File: config.mk
export PLATFORM = sky130hd
export DESIGN_NAME = serial_adder_seq
export DESIGN_NICKNAME = d
export VERILOG_FILES = /design/src/rtl/serial_adder_pkg.sv /design/src/rtl/full_adder_bit.sv /design/src/rtl/serial_adder_seq.sv
export SDC_FILE = /design/constraint.sdc
export NUM_CORES = 1
export LEC_CHECK = 0
export CORE_MARGIN = 2
export CORE_UTILIZATION = 35
export CTS_CLUSTER_DIAMETER = 60
export DETAILED_ROUTE_END_ITERATION = 10
export SLEW_MARGIN = 20
export SYNTH_ARGS = -nofsm -noshare
export SYNTH_HDL_FRONTEND = slang
export SYNTH_SLANG_ARGS = --single-unit
export TNS_END_PERCENT = 50
File: constraint.sdc
create_clock -name clk -period 1.7 [get_ports clk]
set_clock_uncertainty 0.05 [all_clocks]
set_input_delay 0.34 -clock clk [delete_from_list [all_inputs] [get_ports clk]]
set_output_delay 0.34 -clock clk [all_outputs]
set_load 0.01 [all_outputs]
File: src/rtl/serial_adder_pkg.sv
// rtl/serial_adder_pkg.sv - shared state encoding and defaults for the bit-serial adder
package serial_adder_pkg;

  // FSM encoding; values are fixed so state can be observed and compared directly.
  typedef enum logic [1:0] {
    ST_IDLE = 2'd0,
    ST_ADD  = 2'd1,
    ST_DONE = 2'd2
  } state_t;

  // Operand width used when the instantiating level does not override it.
  localparam int DEFAULT_WIDTH = 4;

endpackage

File: src/rtl/full_adder_bit.sv
// rtl/full_adder_bit.sv - single-bit combinational full-adder cell
module full_adder_bit (
  input  logic a,
  input  logic b,
  input  logic cin,
  output logic s,
  output logic cout
);

  // Sum and majority carry of the three input bits.
  always_comb begin
    s    = a ^ b ^ cin;
    cout = (a & b) | (a & cin) | (b & cin);
  end

endmodule

File: src/rtl/serial_adder_seq.sv
// rtl/serial_adder_seq.sv - bit-serial adder, one full-adder cell reused LSB first over WIDTH cycles
module serial_adder_seq
  import serial_adder_pkg::*;
#(
  parameter int WIDTH = DEFAULT_WIDTH
) (
  input  logic             clk,
  input  logic             rst_n,
  input  logic             start_valid,
  output logic             start_ready,
  input  logic [WIDTH-1:0] a_in,
  input  logic [WIDTH-1:0] b_in,
  input  logic             cin_in,
  output logic [WIDTH-1:0] sum_out,
  output logic             cout_out,
  output logic             ovf_out,
  output logic             done_valid,
  input  logic             done_ready
);

  localparam int CW = $clog2(WIDTH) + 1;
  // Counter value on the edge that adds the MSB, and the one just before it.
  localparam logic [CW-1:0] CNT_LAST = CW'(WIDTH - 1);
  localparam logic [CW-1:0] CNT_PREV = CW'(WIDTH - 2);

  state_t           r_state;
  logic [CW-1:0]    r_cnt;
  logic             r_carry;
  logic             r_c_msb_in;
  logic [WIDTH-1:0] r_a_sh;
  logic [WIDTH-1:0] r_b_sh;
  logic [WIDTH-1:0] r_sum_sh;
  logic [WIDTH-1:0] r_sum_out;
  logic             r_cout_out;
  logic             r_ovf_out;
  logic             r_done_valid;

  logic             w_s;
  logic             w_c;
  logic [WIDTH-1:0] w_sum_next;

  full_adder_bit u_fa (
    .a    (r_a_sh[0]),
    .b    (r_b_sh[0]),
    .cin  (r_carry),
    .s    (w_s),
    .cout (w_c)
  );

  // Sum register after absorbing this cycle's bit at the top.
  assign w_sum_next = {w_s, r_sum_sh[WIDTH-1:1]};

  // Operands accepted only in IDLE, and never while reset is held.
  assign start_ready = rst_n && (r_state == ST_IDLE);

  assign sum_out    = r_sum_out;
  assign cout_out   = r_cout_out;
  assign ovf_out    = r_ovf_out;
  assign done_valid = r_done_valid;

  // Control FSM, bit counter, shift registers and registered result.
  always_ff @(posedge clk) begin
    if (!rst_n) begin
      r_state      <= ST_IDLE;
      r_cnt        <= '0;
      r_carry      <= 1'b0;
      r_c_msb_in   <= 1'b0;
      r_a_sh       <= '0;
      r_b_sh       <= '0;
      r_sum_sh     <= '0;
      r_sum_out    <= '0;
      r_cout_out   <= 1'b0;
      r_ovf_out    <= 1'b0;
      r_done_valid <= 1'b0;
    end else begin
      case (r_state)
        ST_IDLE: begin
          if (start_valid) begin
            r_a_sh  <= a_in;
            r_b_sh  <= b_in;
            r_carry <= cin_in;
            r_cnt   <= '0;
            r_state <= ST_ADD;
          end
        end
        ST_ADD: begin
          r_sum_sh <= w_sum_next;
          r_carry  <= w_c;
          r_a_sh   <= r_a_sh >> 1;
          r_b_sh   <= r_b_sh >> 1;
          r_cnt    <= r_cnt + 1'b1;
          // Carry into the MSB is kept to derive signed overflow at the end.
          if (r_cnt == CNT_PREV) begin
            r_c_msb_in <= w_c;
          end
          if (r_cnt == CNT_LAST) begin
            r_sum_out    <= w_sum_next;
            r_cout_out   <= w_c;
            r_ovf_out    <= w_c ^ r_c_msb_in;
            r_done_valid <= 1'b1;
            r_state      <= ST_DONE;
          end
        end
        ST_DONE: begin
          if (done_ready) begin
            r_done_valid <= 1'b0;
            r_state      <= ST_IDLE;
          end
        end
        default: begin
          r_state <= ST_IDLE;
        end
      endcase
    end
  end

endmodule

# Yosys cells after proc, flatten, opt, wreduce, memory -nomap -nowiden
# Cells that the tools add are included.
[op_classes]
n_addsub = 1
eq_ne = 7
muxes = 15
bitwise_logic = 8
n_reduce_logical = 9
[ops]
columns = ["cell", "count"]
rows = [
  ["$pmux 4 s2", 2],
  ["$mux 4", 2],
  ["$eq 3x2->1 const B", 2],
  ["$mux 2", 3],
  ["$ne 2x2->1 const B", 3],
  ["$pmux 2 s3", 1],
  ["$pmux 3 s2", 1],
  ["$reduce_and 2->1", 3],
  ["$reduce_and 3->1", 2],
  ["$pmux 1 s2", 2],
  ["$reduce_bool 2->1", 2],
  ["$add 3x1->3 const B", 1],
  ["$and 1x1->1", 3],
  ["$mux 1", 3],
  ["$mux 3", 1],
  ["$xor 1x1->1", 3],
  ["$eq 2x1->1 const B", 1],
  ["$eq 2x2->1 const B", 1],
  ["$logic_not 2->1", 1],
  ["$or 1x1->1", 2],
  ["$logic_and 1x1->1", 1],
]
[word_totals]
ff_bits = 26
inputBits = 13
output_inout_bits = 8
elab_cells = 51

# Logic depth before layout (Yosys ltp)
[logic_depth]
depth_word = 4
depth_mapped = 6
depth_no_buf = 5

# Cells and area by module
# Synthesis repeated with hierarchy kept, for this count alone.
[unflattened]
hier_cells = 109
hier_area_um2 = 1098.6
[by_module_without_submodules]
columns = ["module", "instances", "cells_per_inst", "area_per_inst_um2", "seq_area_each_um2"]
rows = [
  ["serial_adder_seq", 1, 108, 1078.5, 500.5],
  ["full_adder_bit", 1, 1, 20.0, 0.0],
]

# Least setup slack after synthesis
# Ideal clock, no wire load.
[synth_path]
path_type = "reg2reg"
from = "register r_carry"
to = "register r_carry"
setup_time_ps = 119
arrival_ps = 1211
required_ps = 1531
setup_slack_ps = 320
path_stages_with_launch = 4
n_path_buf = 0
synth_period_minus_slack_ps = 1380
path_cell_list = "dfxtp_1 fa_1 o22a_1 o221a_2"
[synth_via]
elab_chain_cells = 4
word_cells_on_any_way = 5
cone_classes = "1 x mux; 4 x bitwise"
[synth_rtl]
columns = ["item", "line", "text"]
rows = [
  ["start: declaration", "serial_adder_seq.sv:28", "logic r_carry;"],
  ["start signal: assignment", "serial_adder_seq.sv:81", "r_carry <= cin_in;"],
  ["start signal: assignment", "serial_adder_seq.sv:88", "r_carry <= w_c;"],
  ["$and 1x1->1", "full_adder_bit.sv:13", "cout = (a & b) | (a & cin) | (b & cin);"],
  ["$or 1x1->1", "full_adder_bit.sv:13", ""],
  ["$or 1x1->1 (*)", "full_adder_bit.sv:13", ""],
  ["named net u_fa.cout", "full_adder_bit.sv:7", "output logic cout"],
  ["$pmux 1 s2 (*)", "serial_adder_seq.sv:76", "case (r_state)"],
]
# Mark *: on every way through the listed nets, which the timed path passes. The rest lies on a longest branch.
# A chain may end at the register's enable or synchronous reset.

# Worst setup path in the final report
[layout_path]
from = "register r_done_valid, in the netlist done_valid"
to = "output port done_valid"
[layout_lines]
columns = ["item", "line", "text"]
rows = [
  ["start: declaration", "serial_adder_seq.sv:36", "logic r_done_valid;"],
  ["start signal: assignment", "serial_adder_seq.sv:74", "r_done_valid <= 1'b0;"],
  ["start signal: assignment", "serial_adder_seq.sv:100", "r_done_valid <= 1'b1;"],
  ["start signal: assignment", "serial_adder_seq.sv:106", "r_done_valid <= 1'b0;"],
  ["end: declaration", "serial_adder_seq.sv:17", "output logic done_valid,"],
]
# No word-level cell between the ends.

==> flow_summary_export.csv <==
group,metric,value,unit
floorplan,initial_core_util,35.9,%
cts,tritoncts,"done",
timing,period_share,95.6,%
power_and_ir_drop,pwr-share-comb,15.8,%
cells_and_area,drive_above_1_share,15.9,%
timing,relSlewSlack,81.6,%
placed_design,dp_hpwl,1730,µm
cts,clk_pin_slew,0.14,ns
cts,root_buffer,"clkbuf_4",
setup_path,crit_fanout,3,
timing,hold_viol,0,
global_route,antenna_found_initial,0,
cells_and_area,antenna_cells,0,
cells_and_area,seq_area,500,µm²
setup_path,worstPathArrival,1.24,ns
setup_path,end_kind,"output pin",
power_and_ir_drop,p_int,0.791,mW
logic_synthesis,async_flop_share,0,%
logic_synthesis,synthFlopType,"dfxtp_1",
setup_path,worstPathRequired,1.31,ns
min_path,hold_depth,2,
logic_synthesis,synth_nets,142,
power_and_ir_drop,p_sw,0.276,mW
setup_path,cp.depth,1,
floorplan,num_io_pins,21,
cts,clock_sinks,25,
setup_path,critPathMaxStageDelay,0.54,ns
setup_path,setup.worst_path.class,"register to output pin",
logic_synthesis,synth_area_leaders,"dfxtp_1 (42%), a21boi_0 (6.4%), nand2_1 (4.5%)",
timing,slew_viol_final,0,
setup_path,reg2reg_depth,3,
global_route,grt_util_all_layers,14.1,%
detailed_routing,via_count,999,
global_route,grt_first_pass_wirelength,4010,µm
placed_design,place.gp.congestion,0.790,
detailed_routing,wl_per_cell,12.2,µm
logic_synthesis,synth.distinct_cells,37,
logic_synthesis,ys_ff_latch,25,
timing,rsz0062_at_grt,"no",
detailed_routing,firstDrtPassIters,4,
timing,tns,0,ns
floorplan,die_width,62.1,µm
setup_path,cp_num_buf_inv,1,
logic_synthesis,avgSynthCellArea,9.44,µm²
job,drv_cap,0,
power_and_ir_drop,clock_power_share,24.8,%
cells_and_area,nFillCells,339,
floorplan,dieArea,3850,µm²
floorplan,coreArea,3280,µm²
setup_path,slowest_stage,"clkdlybuf4s50_1",
setup_path,cpLargestDelayFamily,"buffers and inverters",
placed_design,port_buffers,20,
timing,period_minus_slack,1.63,ns
detailed_routing,wl,2400,µm
power_and_ir_drop,p_total,1.07,mW
logic_synthesis,synthCells,125,
power_and_ir_drop,ir_worst_vdd,422,µV
global_route,grt_max_degree,25,
cts,cts_made_buffers,3,
global_route,gr-total-overflow,0,
cells_and_area,nets,169,
cells_and_area,multi_input_area,608,µm²
power_and_ir_drop,power.density,722,nW/µm²
outcome,status,"finished clean",
detailed_routing,viasPerCell,5.07,
setup_path,startpoint_type,"register",
power_and_ir_drop,leakagePower,0.563,nW
floorplan,die_h,62.1,µm
timing,max_freq,0.615,GHz
setup_path,cp_cell_sequence,"clkdlybuf4s50_1",
power_and_ir_drop,switching_share,25.9,%
power_and_ir_drop,seqPwrFrac,59.5,%
timing,tightest_slew,0.277,ns
timing,finalSetupViolations,0,
min_path,hp-class,"register to register",
cts,htreeDepth,1,
logic_synthesis,synth_top_area_cell,"dfxtp_1",
detailed_routing,drt_iter0_markers,45,
cells_and_area,area_growth,25.3,%
cts,worstSkewPairLatency,0.32,ns
floorplan,rows,21,
logic_synthesis,ys_warn_count,0,
global_route,grt_pass1_vias,907,
detailed_routing,drc,0,
cts,ctsLongestPathBuffers,2,
logic_synthesis,ys_seq_area_share,42.4,%
logic_synthesis,synth_area,1180,µm²
logic_synthesis,synth_top_area_share,42.4,%
logic_synthesis,synth_edf_count,0,
detailed_routing,ant_nets,0,
timing,holdWs,0.420,ns
## worst min-delay path, stage by stage, from the launching register on
cell	delay [ns]
dfxtp_1	0.33
nand2_1	0.04
a21boi_0	0.06
## routing by layer
metal / wire [µm] / part of all wire [%] / global-route usage [%] / vias up
met5: 0 / 0 / 0 / -
met2: 1130 / 47 / 24.4 / 23
met1: 1120 / 46 / 17.0 / 471
li1: - / - / - / 501
met4: 23 / 0.96 / 2.43 / 0
met3: 130 / 5.4 / 4.97 / 4
## power groups by stage
| stage | sequential (mW) | combinational, mW | clock, mW |
|---|---|---|---|
| global route | 0.638 | 0.185 | 0.298 |
| global placement | 0.646 | 0.166 | 0 |
| floorplan | 0.644 | 0.108 | 0 |
| CTS | 0.634 | 0.170 | 0.280 |
| detailed placement | 0.647 | 0.171 | 0 |
| finish | 0.634 | 0.168 | 0.264 |
## cells by family (layout without fill, tap and decap cells)
family	Yosys count	in the layout	synth area share (%)
buffers and inverters	12	38	6.04
multiplexers	2	2	1.70
adder cells (fa/ha/maj)	4	4	4.88
flip-flops	25	25	42.4
AO/OA/AOI/OAI	39	39	23.9
XOR/XNOR	1	1	0.742
AND/OR/NAND/NOR	42	42	20.4
## placed cells by master (no fill, tap or decap)
cell type and instances:
o221ai_1 5, mux2i_1 2, nor2b_1 3, o22ai_1 1, and2_1 2, nand2b_1 3, xor2_1 1, or3b_2 1
nand2_1 14, or3_1 1, nand2b_2 1, clkbuf_4 3, buf_4 10, inv_1 2, clkbuf_2 1, dfxtp_1 25
inv_2 2, o211a_1 2, o221a_2 1, clkdlybuf4s50_1 19, nand4_1 2, and2b_2 1, nor3b_1 1, o21ai_0 7
o22a_1 1, fa_1 1, ha_1 3, a21oi_1 7, nor2_1 4, a21boi_2 1, clkinv_2 1, o21bai_1 1
nand3_1 4, o32a_1 1, or3b_1 3, a21boi_0 10, o2bb2ai_1 2, nand3b_2 1, and4bb_2 1
## layout make-up
| class | count | area share, % |
|---|---|---|
| Clock inverter | 1 | 0.338 |
| Tap cell | 46 | 3.89 |
| Timing Repair Buffer | 30 | 18.3 |
| Sequential cell | 25 | 33.8 |
| Multi-Input combinational cell | 88 | 41.1 |
| Inverter | 4 | 1.02 |
| Clock buffer | 3 | 1.52 |
## registers in the layout, summed over array words and instances (netlist names)
| register | flops |
|---|---|
| r_state | 2 |
| r_cnt | 3 |
| sum_out | 4 |
| done_valid | 1 |
| r_c_msb_in | 1 |
| ovf_out | 1 |
| r_carry | 1 |
| cout_out | 1 |
| r_a_sh | 4 |
| r_b_sh | 4 |
| r_sum_sh | 3 |
## stage by stage
step	instance area [µm²]	instances	setup slack, ns	util [%]
after CTS	1480	197	0.0304	45.1
after detailed placement	1460	193	-0.229	44.3
final	1480	197	0.0740	45.0
after floorplan	1180	125	0.320	-
after global routing	1480	197	0.000571	45.0
after global placement	1460	193	-0.237	44.3
## path summary, 6_finish.rpt
path,slack (ns),from,endpoint
worst max-delay path,0.07,done_valid$_SDFFE_PN0P_,done_valid
worst max register to register,0.25,r_carry$_SDFFE_PN0P_,r_carry$_SDFFE_PN0P_
worst min-delay path,0.42,sum_out[0]$_SDFFE_PN0P_,sum_out[0]$_SDFFE_PN0P_
worst min register to register,0.42,sum_out[0]$_SDFFE_PN0P_,sum_out[0]$_SDFFE_PN0P_
## what timing repair did
item	4_1_cts	5_1_grt
hold buffers	0	0
endpoints found under the setup margin	1	1
setup buffers	0	0
endpoints found under the hold margin	0	0
gates resized for setup	1	2
## synth_stat cells, types with 3 or more instances
master    instances
nor2b_1           3
or3b_1            3
a21boi_0         10
nand2b_1          3
nand3_1           4
clkbuf_1          3
nor2_1            4
dfxtp_1          25
o21ai_0           7
o221ai_1          5
a21oi_1           7
buf_4             3
nand2_1          14
ha_1              3
No activity file was read; power rests on OpenSTA's default activity.
